--- config.mk ---
export PLATFORM = sky130hd
export DESIGN_NAME = seq_mult_shift_add_flat
export DESIGN_NICKNAME = d
export VERILOG_FILES = /design/src/rtl/mult_pkg.sv /design/src/rtl/seq_mult_shift_add_if.sv /design/src/rtl/mult_addshift_step.sv /design/src/rtl/seq_mult_shift_add.sv /design/src/flat_wrapper.sv
export SDC_FILE = /design/constraint.sdc
export NUM_CORES = 1
export LEC_CHECK = 0
export BUFFER_PORTS_ARGS = -buffer_cell sky130_fd_sc_hd__buf_2
export CAP_MARGIN = 20
export CORE_ASPECT_RATIO = 1.1
export CORE_UTILIZATION = 40
export DETAILED_ROUTE_END_ITERATION = 6
export SLEW_MARGIN = 20
export SYNTH_ARGS = -nofsm -noshare
export SYNTH_HDL_FRONTEND = slang
export SYNTH_HIERARCHICAL = 1
export SYNTH_SLANG_ARGS = --single-unit
export TNS_END_PERCENT = 1
--- constraint.sdc ---
create_clock -name clk -period 2.6 [get_ports clk]
set_input_delay 0.39 -clock clk [delete_from_list [all_inputs] [get_ports clk]]
set_output_delay 0.39 -clock clk [all_outputs]
set_load 0.02 [all_outputs]
--- src/rtl/mult_pkg.sv ---
// Shared definitions for the sequential shift-add multiplier: FSM state
// encoding and a constant-function ceil(log2) used to size iteration counters.
package mult_pkg;

   typedef enum logic [1:0] {
      ST_IDLE = 2'd0,
      ST_RUN  = 2'd1,
      ST_SIGN = 2'd2
   } state_t;

   // Smallest r with 2**r >= n; callers only pass n >= 2, so the result is >= 1.
   function automatic int clog2(input int n);
      int r;
      r = 0;
      while ((1 << r) < n) r++;
      return r;
   endfunction

endpackage

--- src/rtl/seq_mult_shift_add_if.sv ---
// Request/response bundle of the multiplier: operands and start in, busy/done/product out.
interface seq_mult_shift_add_if #(parameter int W = 4);

   logic           start;
   logic           signed_mode;
   logic [W-1:0]   m;
   logic [W-1:0]   q;
   logic           busy;
   logic           done;
   logic [2*W-1:0] p;

   modport master (
      output start, signed_mode, m, q,
      input  busy, done, p
   );

   modport slave (
      input  start, signed_mode, m, q,
      output busy, done, p
   );

endinterface

--- src/rtl/mult_addshift_step.sv ---
// One iteration of shift-add multiplication: conditional add of the multiplicand
// into the accumulator, then a one-place right shift of the {acc, qr} pair.
module mult_addshift_step #(
   parameter int W = 4
) (
   input  logic [W:0]   acc,
   input  logic [W-1:0] qr,
   input  logic [W-1:0] mr,
   output logic [W:0]   acc_nxt,
   output logic [W-1:0] qr_nxt
);

   logic [W:0] sum;

   // acc[W] is always zero between steps, so the full-width add equals
   // acc[W-1:0] + addend with the carry landing in sum[W].
   always_comb begin
      // NOTE: every output gets a value on every path so no latch is inferred.
      sum     = '0;
      acc_nxt = '0;
      qr_nxt  = '0;
      sum     = acc + {1'b0, (qr[0] ? mr : {W{1'b0}})};
      acc_nxt = {1'b0, sum[W:1]};
      qr_nxt  = {sum[0], qr[W-1:1]};
   end

endmodule

--- src/rtl/seq_mult_shift_add.sv ---
// Sequential shift-add multiplier: magnitudes are multiplied over W RUN cycles
// by one reused adder, then the sign is re-applied in a single SIGN cycle.
module seq_mult_shift_add
   import mult_pkg::*;
#(
   parameter int W = 4
) (
   input  logic                 clk,
   input  logic                 rst_n,
   seq_mult_shift_add_if.slave  bus
);

   localparam int CW = clog2(W);

   state_t         state;
   logic [CW-1:0]  cnt;
   logic [W:0]     acc;
   logic [W-1:0]   qr;
   logic [W-1:0]   mr;
   logic           neg;
   logic           busy_r;
   logic           done_r;
   logic [2*W-1:0] p_r;

   logic [W:0]     acc_nxt;
   logic [W-1:0]   qr_nxt;
   logic [2*W-1:0] mag_prod;

   // The most negative operand maps to 2**(W-1), which still fits W unsigned bits.
   function automatic logic [W-1:0] magnitude(input logic [W-1:0] v, input logic sm);
      return (sm && v[W-1]) ? -v : v;
   endfunction

   mult_addshift_step #(.W(W)) u_step (
      .acc     (acc),
      .qr      (qr),
      .mr      (mr),
      .acc_nxt (acc_nxt),
      .qr_nxt  (qr_nxt)
   );

   assign mag_prod = {acc[W-1:0], qr};

   always_ff @(posedge clk) begin
      // NOTE: state is updated with non-blocking assignments so every register
      // samples the pre-edge values regardless of statement order.
      if (!rst_n) begin
         state  <= ST_IDLE;
         cnt    <= '0;
         acc    <= '0;
         qr     <= '0;
         mr     <= '0;
         neg    <= 1'b0;
         busy_r <= 1'b0;
         done_r <= 1'b0;
         p_r    <= '0;
      end else begin
         done_r <= 1'b0;
         unique case (state)
            ST_IDLE: begin
               if (bus.start) begin
                  mr     <= magnitude(bus.m, bus.signed_mode);
                  qr     <= magnitude(bus.q, bus.signed_mode);
                  neg    <= bus.signed_mode & (bus.m[W-1] ^ bus.q[W-1]);
                  acc    <= '0;
                  cnt    <= '0;
                  busy_r <= 1'b1;
                  state  <= ST_RUN;
               end
            end
            ST_RUN: begin
               acc <= acc_nxt;
               qr  <= qr_nxt;
               cnt <= cnt + CW'(1);
               if (cnt == CW'(W - 1)) state <= ST_SIGN;
            end
            ST_SIGN: begin
               p_r    <= neg ? -mag_prod : mag_prod;
               done_r <= 1'b1;
               busy_r <= 1'b0;
               state  <= ST_IDLE;
            end
            default: begin
               busy_r <= 1'b0;
               state  <= ST_IDLE;
            end
         endcase
      end
   end

   assign bus.busy = busy_r;
   assign bus.done = done_r;
   assign bus.p    = p_r;

endmodule
--- src/flat_wrapper.sv ---
// flat-port wrapper written by rule: the top's interface ports become plain ports
module seq_mult_shift_add_flat import mult_pkg::*;
#(
   parameter int W = 4
)
  (clk, rst_n, bus_start, bus_signed_mode, bus_m, bus_q, bus_busy, bus_done, bus_p);
  seq_mult_shift_add_if #(.W(W)) bus_i ();
  input  logic clk;
  input  logic rst_n;
  input wire logic [$bits(bus_i.start)-1:0] bus_start;
  input wire logic [$bits(bus_i.signed_mode)-1:0] bus_signed_mode;
  input wire logic [$bits(bus_i.m)-1:0] bus_m;
  input wire logic [$bits(bus_i.q)-1:0] bus_q;
  output wire logic [$bits(bus_i.busy)-1:0] bus_busy;
  output wire logic [$bits(bus_i.done)-1:0] bus_done;
  output wire logic [$bits(bus_i.p)-1:0] bus_p;
  assign bus_i.start = bus_start;
  assign bus_i.signed_mode = bus_signed_mode;
  assign bus_i.m = bus_m;
  assign bus_i.q = bus_q;
  assign bus_busy = bus_i.busy;
  assign bus_done = bus_i.done;
  assign bus_p = bus_i.p;
  seq_mult_shift_add #(.W(W)) u_core (.clk(clk), .rst_n(rst_n), .bus(bus_i));
endmodule
==> metrics, run 1 <==
cell leakage power=roughly 0.75 nW; Synth Flop Type=dfxtp_1; Min-Delay Path Class=in2reg; # diodes=0; fin crit period=~1.9 ns; routability cong.=around 0.81; final setup fails=0; Crit Path Category=reg2reg; Worst-path clk slew=0.08 ns; die width=~60 um; Final nets=roughly 210; worst reg2reg path depth=9; status=finished clean; Yosys cell types=36; GR Util met3=roughly 2.3%; fin. max-slew vios=0; mapped cell area=roughly 1500 sq um; H-tree levels=1; cell area power density=480 nW/um^2; Post-CTS Setup Inserts=0; CTS Root Cell=clkbuf_8; crit path launch type=register; FF-to-FF setup slack=0.69 ns; first-pass GRT wire length=5140 um; clock buffer depth=2; peak supply drop=~190 uV; vias in the first global route=1212; layout cells sized above 1=16.2%; wire length per cell=~12 um; die area=4030 sq um; CTS buffer count=3; max cap viols=0; Fmax=about 520 MHz; ANT nets after route=0; total congestion overflow=0; Cells after Synth=178; Avg Synthesized Cell Area=around 8.5 sq um; global routing's busiest layer=met2; hold-critical path depth=3; final period utilization=about 73%; Port-buffer cells=21; RSZ-0062 raised after global routing=no; DP Wirelength=about 2200 um; Yosys Warn Count=6; Hold Violations, Final=0; hold_ws=roughly 0.4 ns; CTS hold repair buffers=0; dpl cell area=1630 sq um; Die Ht=66.5 um; Worst Path Required=roughly 2.8 ns; WP data arrival=around 2.1 ns; wirelength, routed=2930 um; Overall Power=0.804 mW; core area=3630 sq um; critical path capture point type=register; clk_skew=approximately 0.0070 ns; initial antenna violation count=0; num ports=22; final routed DRC violation total=0; Rows=23; Slew headroom=about 66%; met2 Usage GRT=between 20% and 30%; CTS Sinks=28; Post-synth EDFFs=0; Syn-to-layout area delta=10.6%; #FFs+latches synth=28; Setup TNS=0 ns; GRT Total Usage=between 15 and 20%; TritonCTS clock tree=done; Seq/Total Area, Yosys=between 30% and 40%; asr flop ratio synth=0%; CTS resizes=0; met1 Use GR=~20%; worst slew pin tran=between 0.5 and 0.6 ns; via count=around 1200; Initial DRT Pass Iterations=4; Iter 0 DRT Violations=30; Max FO, Critical Path=8; clk_lat worst skew=0.27 ns; Initial Util=approximately two fifths; Final Cell Area=roughly 1700 sq um; largest net degree at the start of global routing=30; syn_nets=199; via density per instance=5.09
-- per-stage QoR --
| stage | setup slack [ns] | utilization (%) | instances |
|---|---|---|---|
| final | 0.692 | 46.1 | 241 |
| after global routing | 0.496 | 46.1 | 241 |
| after CTS | 0.673 | 46.1 | 241 |
| after detailed placement | 0.683 | 45.0 | 238 |
| after global placement | 0.753 | 45.0 | 238 |
| after floorplan | 0.837 | - | 178 |
-- worst paths after layout --
check / from / end
max reg2reg: u_core/qr[0]$_SDFFE_PN0P_ / u_core/acc[3]$_SDFFE_PN0P_
min: bus_m[0] / u_core/mr[0]$_SDFFE_PN0P_
min reg2reg: u_core/mr[0]$_SDFFE_PN0P_ / u_core/mr[0]$_SDFFE_PN0P_
max: u_core/qr[0]$_SDFFE_PN0P_ / u_core/acc[3]$_SDFFE_PN0P_
-- layout make-up --
cell class	instances	area, sq um
clock buffer	3	41.3
sequential	28	561
timing repair buffer	24	128
tap	50	62.6
inverter	11	41.3
fill	382	1950
multi-input combinational	125	840
-- cells in the mapped netlist (2+ instances only) --
master | number | area, sq um
nand2b_1 | 3 | 18.8
xnor2_1 | 4 | 35.0
nor2_1 | 5 | 18.8
ha_1 | 8 | 100
a21oi_2 | 2 | 17.5
nand2_1 | 18 | 67.6
nand3_1 | 12 | 60.1
nor2b_1 | 5 | 31.3
o31ai_1 | 3 | 22.5
nor3_1 | 2 | 10.0
buf_2 | 3 | 15.0
and2_1 | 5 | 31.3
clkbuf_1 | 7 | 26.3
nor3b_1 | 2 | 15.0
dfxtp_1 | 28 | 561
o211ai_1 | 2 | 15.0
inv_1 | 11 | 41.3
a21oi_1 | 8 | 40.0
o21ai_0 | 10 | 50.1
mux2i_1 | 2 | 20.0
o211a_1 | 3 | 30.0
a21boi_0 | 11 | 82.6
a22oi_1 | 2 | 15.0
xor2_1 | 7 | 61.3
buf_4 | 4 | 30.0
-- state kept, by name, summed over array words and instances (netlist names) --
name,flops
u_core/bus.p,8
u_core/acc,5
u_core/mr,4
u_core/qr,4
u_core/cnt,2
u_core/state,2
u_core/bus.busy,1
u_core/bus.done,1
u_core/neg,1
-- cells by family after synthesis --
family / Yosys count / synth area share [%]
fa+ha+maj: 9 / 7.94
compound gates: 46 / 20.8
simple gates: 56 / 18.9
mux: 2 / 1.32
flops: 28 / 37.1
xor+xnor: 11 / 6.37
buf+inv: 25 / 7.44
other cells: 1 / 0.248
-- layout by cell type, fill, tap and decap left out, drive strengths merged --
cell	count
a21boi	11
a21o	1
a21oi	10
a221oi	1
a22oi	2
and2	5
and3	1
buf	24
clkbuf	3
conb	1
dfxtp	28
fa	1
ha	8
inv	11
mux2i	2
nand2	18
nand2b	3
nand3	12
nand3b	1
nor2	5
nor2b	5
nor3	2
nor3b	2
o211a	3
o211ai	2
o21a	1
o21ai	11
o31ai	3
o41ai	1
or3	1
or4	1
xnor2	4
xor2	7
-- worst max-delay path, cell delays in order, from the launching register on --
cell	delay [ns]
dfxtp_1	0.44
and2_1	0.16
ha_1	0.16
inv_1	0.05
fa_1	0.39
nand2b_1	0.18
a21oi_2	0.13
xor2_1	0.15
nand2_1	0.06
a21boi_0	0.13
-- routing by layer --
| layer | vias up | part of all wire (%) |
|---|---|---|
| li1 | 627 | - |
| met1 | 574 | 45 |
| met2 | 22 | 50 |
| met3 | 4 | 2.5 |
| met4 | 0 | 1.9 |
| met5 | - | 0 |
-- power breakdown --
part / internal [mW] / switching (mW) / total [mW]
Combinational: 0.0484 / 0.0660 / 0.114
Sequential: 0.445 / 0.0162 / 0.461
Clock: 0.104 / 0.124 / 0.228
No activity file was read; power rests on OpenSTA's default activity.
==> inputs of run 2 (changes only) <==
==> constraint.sdc (replaced) <==
create_clock -name clk -period 1.9 [get_ports clk]
set_input_delay 0.285 -clock clk [delete_from_list [all_inputs] [get_ports clk]]
set_output_delay 0.285 -clock clk [all_outputs]
set_load 0.02 [all_outputs]
==> run 2 against run 1 <==
Net effect: sequential power is 36% higher; sequential share of layout area is 0.52 points lower; critical path depth stayed put; die area stayed put; maximum frequency is 6.2% higher; clock skew is 0.0018 ns lower; critical endpoint unchanged; register-to-register slack worse by 0.59 ns; worst setup slack worse by 0.59 ns.
==> metrics, run 2 (same netlist as run 1, synthesis figures left out) <==
status=finished clean (unchanged); Worst-path clk slew=0.10 ns (was 0.08 ns); GRT Total Usage=17.7% (was 17.1%); Min-Delay Path Class=in2reg (unchanged); Slew headroom=65.7% (was 66.1%); clk_skew=0.00522 ns (was 0.00702 ns); Final nets=215 (was 214); CP cell instances=and2_1 -> ha_1 -> inv_1 -> fa_2 -> nand2b_4 -> a21oi_2 -> xor2_1 -> nand2_1 -> a21boi_0 (was and2_1 -> ha_1 -> inv_1 -> fa_1 -> nand2b_1 -> a21oi_2 -> xor2_1 -> nand2_1 -> a21boi_0); max cap viols=0 (unchanged); initial antenna violation count=0 (unchanged); Worst Path Buf+Inv=1 (unchanged); Crit Path Category=reg2reg (unchanged); routability cong.=0.830 (was 0.808); Die Ht=66.5 um (unchanged); Worst Path Required=2.11 ns (was 2.80 ns); final period utilization=94.6% (was 73.4%); # diodes=0 (unchanged); CTS Root Cell=clkbuf_8 (unchanged); ANT nets after route=0 (unchanged); Post-CTS Setup Inserts=0 (unchanged); max reg flops=8 (unchanged); CTS Sinks=28 (unchanged); Final Util=47.1% (was 46.1%); die area=4030 sq um (unchanged); clock buffer depth=2 (unchanged); Syn-to-layout area delta=12.8% (was 10.6%); RSZ-0062 raised after global routing=no (unchanged); via count=1237 (was 1227); CP top delay family=adder cells (unchanged); cell leakage power=0.778 nW (was 0.753 nW); largest net degree at the start of global routing=30 (unchanged); core area=3630 sq um (unchanged); worst slew pin tran=0.513 ns (was 0.507 ns); crit path launch type=register (unchanged); critical path capture point type=register (unchanged); vias in the first global route=1295 (was 1212); Port-buffer cells=21 (unchanged); Initial DRT Pass Iterations=4 (unchanged); CP max-delay cell=fa_2 (was dfxtp_1); DP Wirelength=2230 um (was 2210 um); final setup fails=0 (unchanged); wire length per cell=12.5 um (was 12.1 um); final routed DRC violation total=0 (unchanged); clk_lat worst skew=0.27 ns (about the same); WP data arrival=2.00 ns (was 2.11 ns); CTS hold repair buffers=0 (unchanged); Hold Violations, Final=0 (unchanged); dpl cell area=1640 sq um (was 1630 sq um); wirelength, routed=3030 um (was 2930 um); first-pass GRT wire length=5460 um (was 5140 um); cell area power density=677 nW/um^2 (was 480 nW/um^2); Rows=23 (unchanged); H-tree levels=1 (unchanged); fin crit period=1.80 ns (was 1.91 ns); total congestion overflow=0 (unchanged); Final Cell Area=1710 sq um (was 1670 sq um); CP max stage delay=0.35 ns (was 0.44 ns); TritonCTS clock tree=done (unchanged); Initial Util=41.7% (unchanged); via density per instance=5.09 (about the same); commonest non-fill, non-tap cell in the layout=dfxtp_1 (unchanged); fin. max-slew vios=0 (unchanged); commonest cells after routing, fill and taps aside=dfxtp_1 (26), buf_2 (21), nand2_1 (18) (was dfxtp_1 (28), buf_2 (21), nand2_1 (18)); Setup TNS=0 ns (unchanged); die width=60.6 um (unchanged); Max FO, Critical Path=2 (was 8); peak supply drop=274 uV (was 191 uV); CTS buffer count=3 (unchanged); num ports=22 (unchanged); layout cells sized above 1=19.2% (was 16.2%); Fmax=556 MHz (was 524 MHz); Iter 0 DRT Violations=27 (was 30)
run 2: final timing paths:
path,from,end,slack (ns),depth (start not counted)
setup / recovery,u_core/mr[0]$_SDFFE_PN0P_,u_core/acc[3]$_SDFFE_PN0P_,0.10,9
setup reg to reg,u_core/mr[0]$_SDFFE_PN0P_,u_core/acc[3]$_SDFFE_PN0P_,0.10,9
hold reg to reg,u_core/mr[0]$_SDFFE_PN0P_,u_core/mr[0]$_SDFFE_PN0P_,0.47,2
hold / removal,bus_m[0],u_core/mr[0]$_SDFFE_PN0P_,0.28,3
run 2: final cells by class:
cell class,count,area (sq um)
Tap cell,50,62.6
Timing Repair Buffer,25,135
Inverter,11,41.3
Fill cell,395,1920
Sequential cell,28,563
Clock buffer,4,55.1
Multi-Input combinational cell,125,850
run 2: tightest hold or removal path, stage by stage:
cell and delay [ns]:
buf_2 0.12, nand2_1 0.05, a21boi_0 0.06
run 2: through the flow:
stage	hold WS [ns]	setup WS (ns)	cells	total power, mW
floorplan	0.430	0.137	178	0.758
detailed placement	0.458	0.0478	239	0.804
CTS	0.276	0.0291	243	1.17
finish	0.284	0.103	243	1.16
global placement	0.455	0.170	239	0.796
global route	0.296	0.0165	243	1.22
run 2: repair_timing:
| action | CTS | global route |
|---|---|---|
| endpoints found under the hold margin | 0 | 0 |
| resized for setup | 0 | 4 |
| endpoints found under the setup margin | 0 | 1 |
run 2: metal layers:
metal,global-route usage [%],vias to the layer above,routed length [um]
li1,-,632,-
met1,20.8,574,1390
met2,31.6,27,1500
met3,2.52,4,92
met4,7.10,0,46
met5,0,-,0
run 2: where the power goes:
group	total (mW)	leakage [nW]	switching, mW	internal, mW
sequential	0.628	0.229	0.0191	0.609
clock	0.365	0.0288	0.179	0.185
combinational	0.162	0.520	0.0940	0.0682
total	1.16	0.778	0.293	0.863
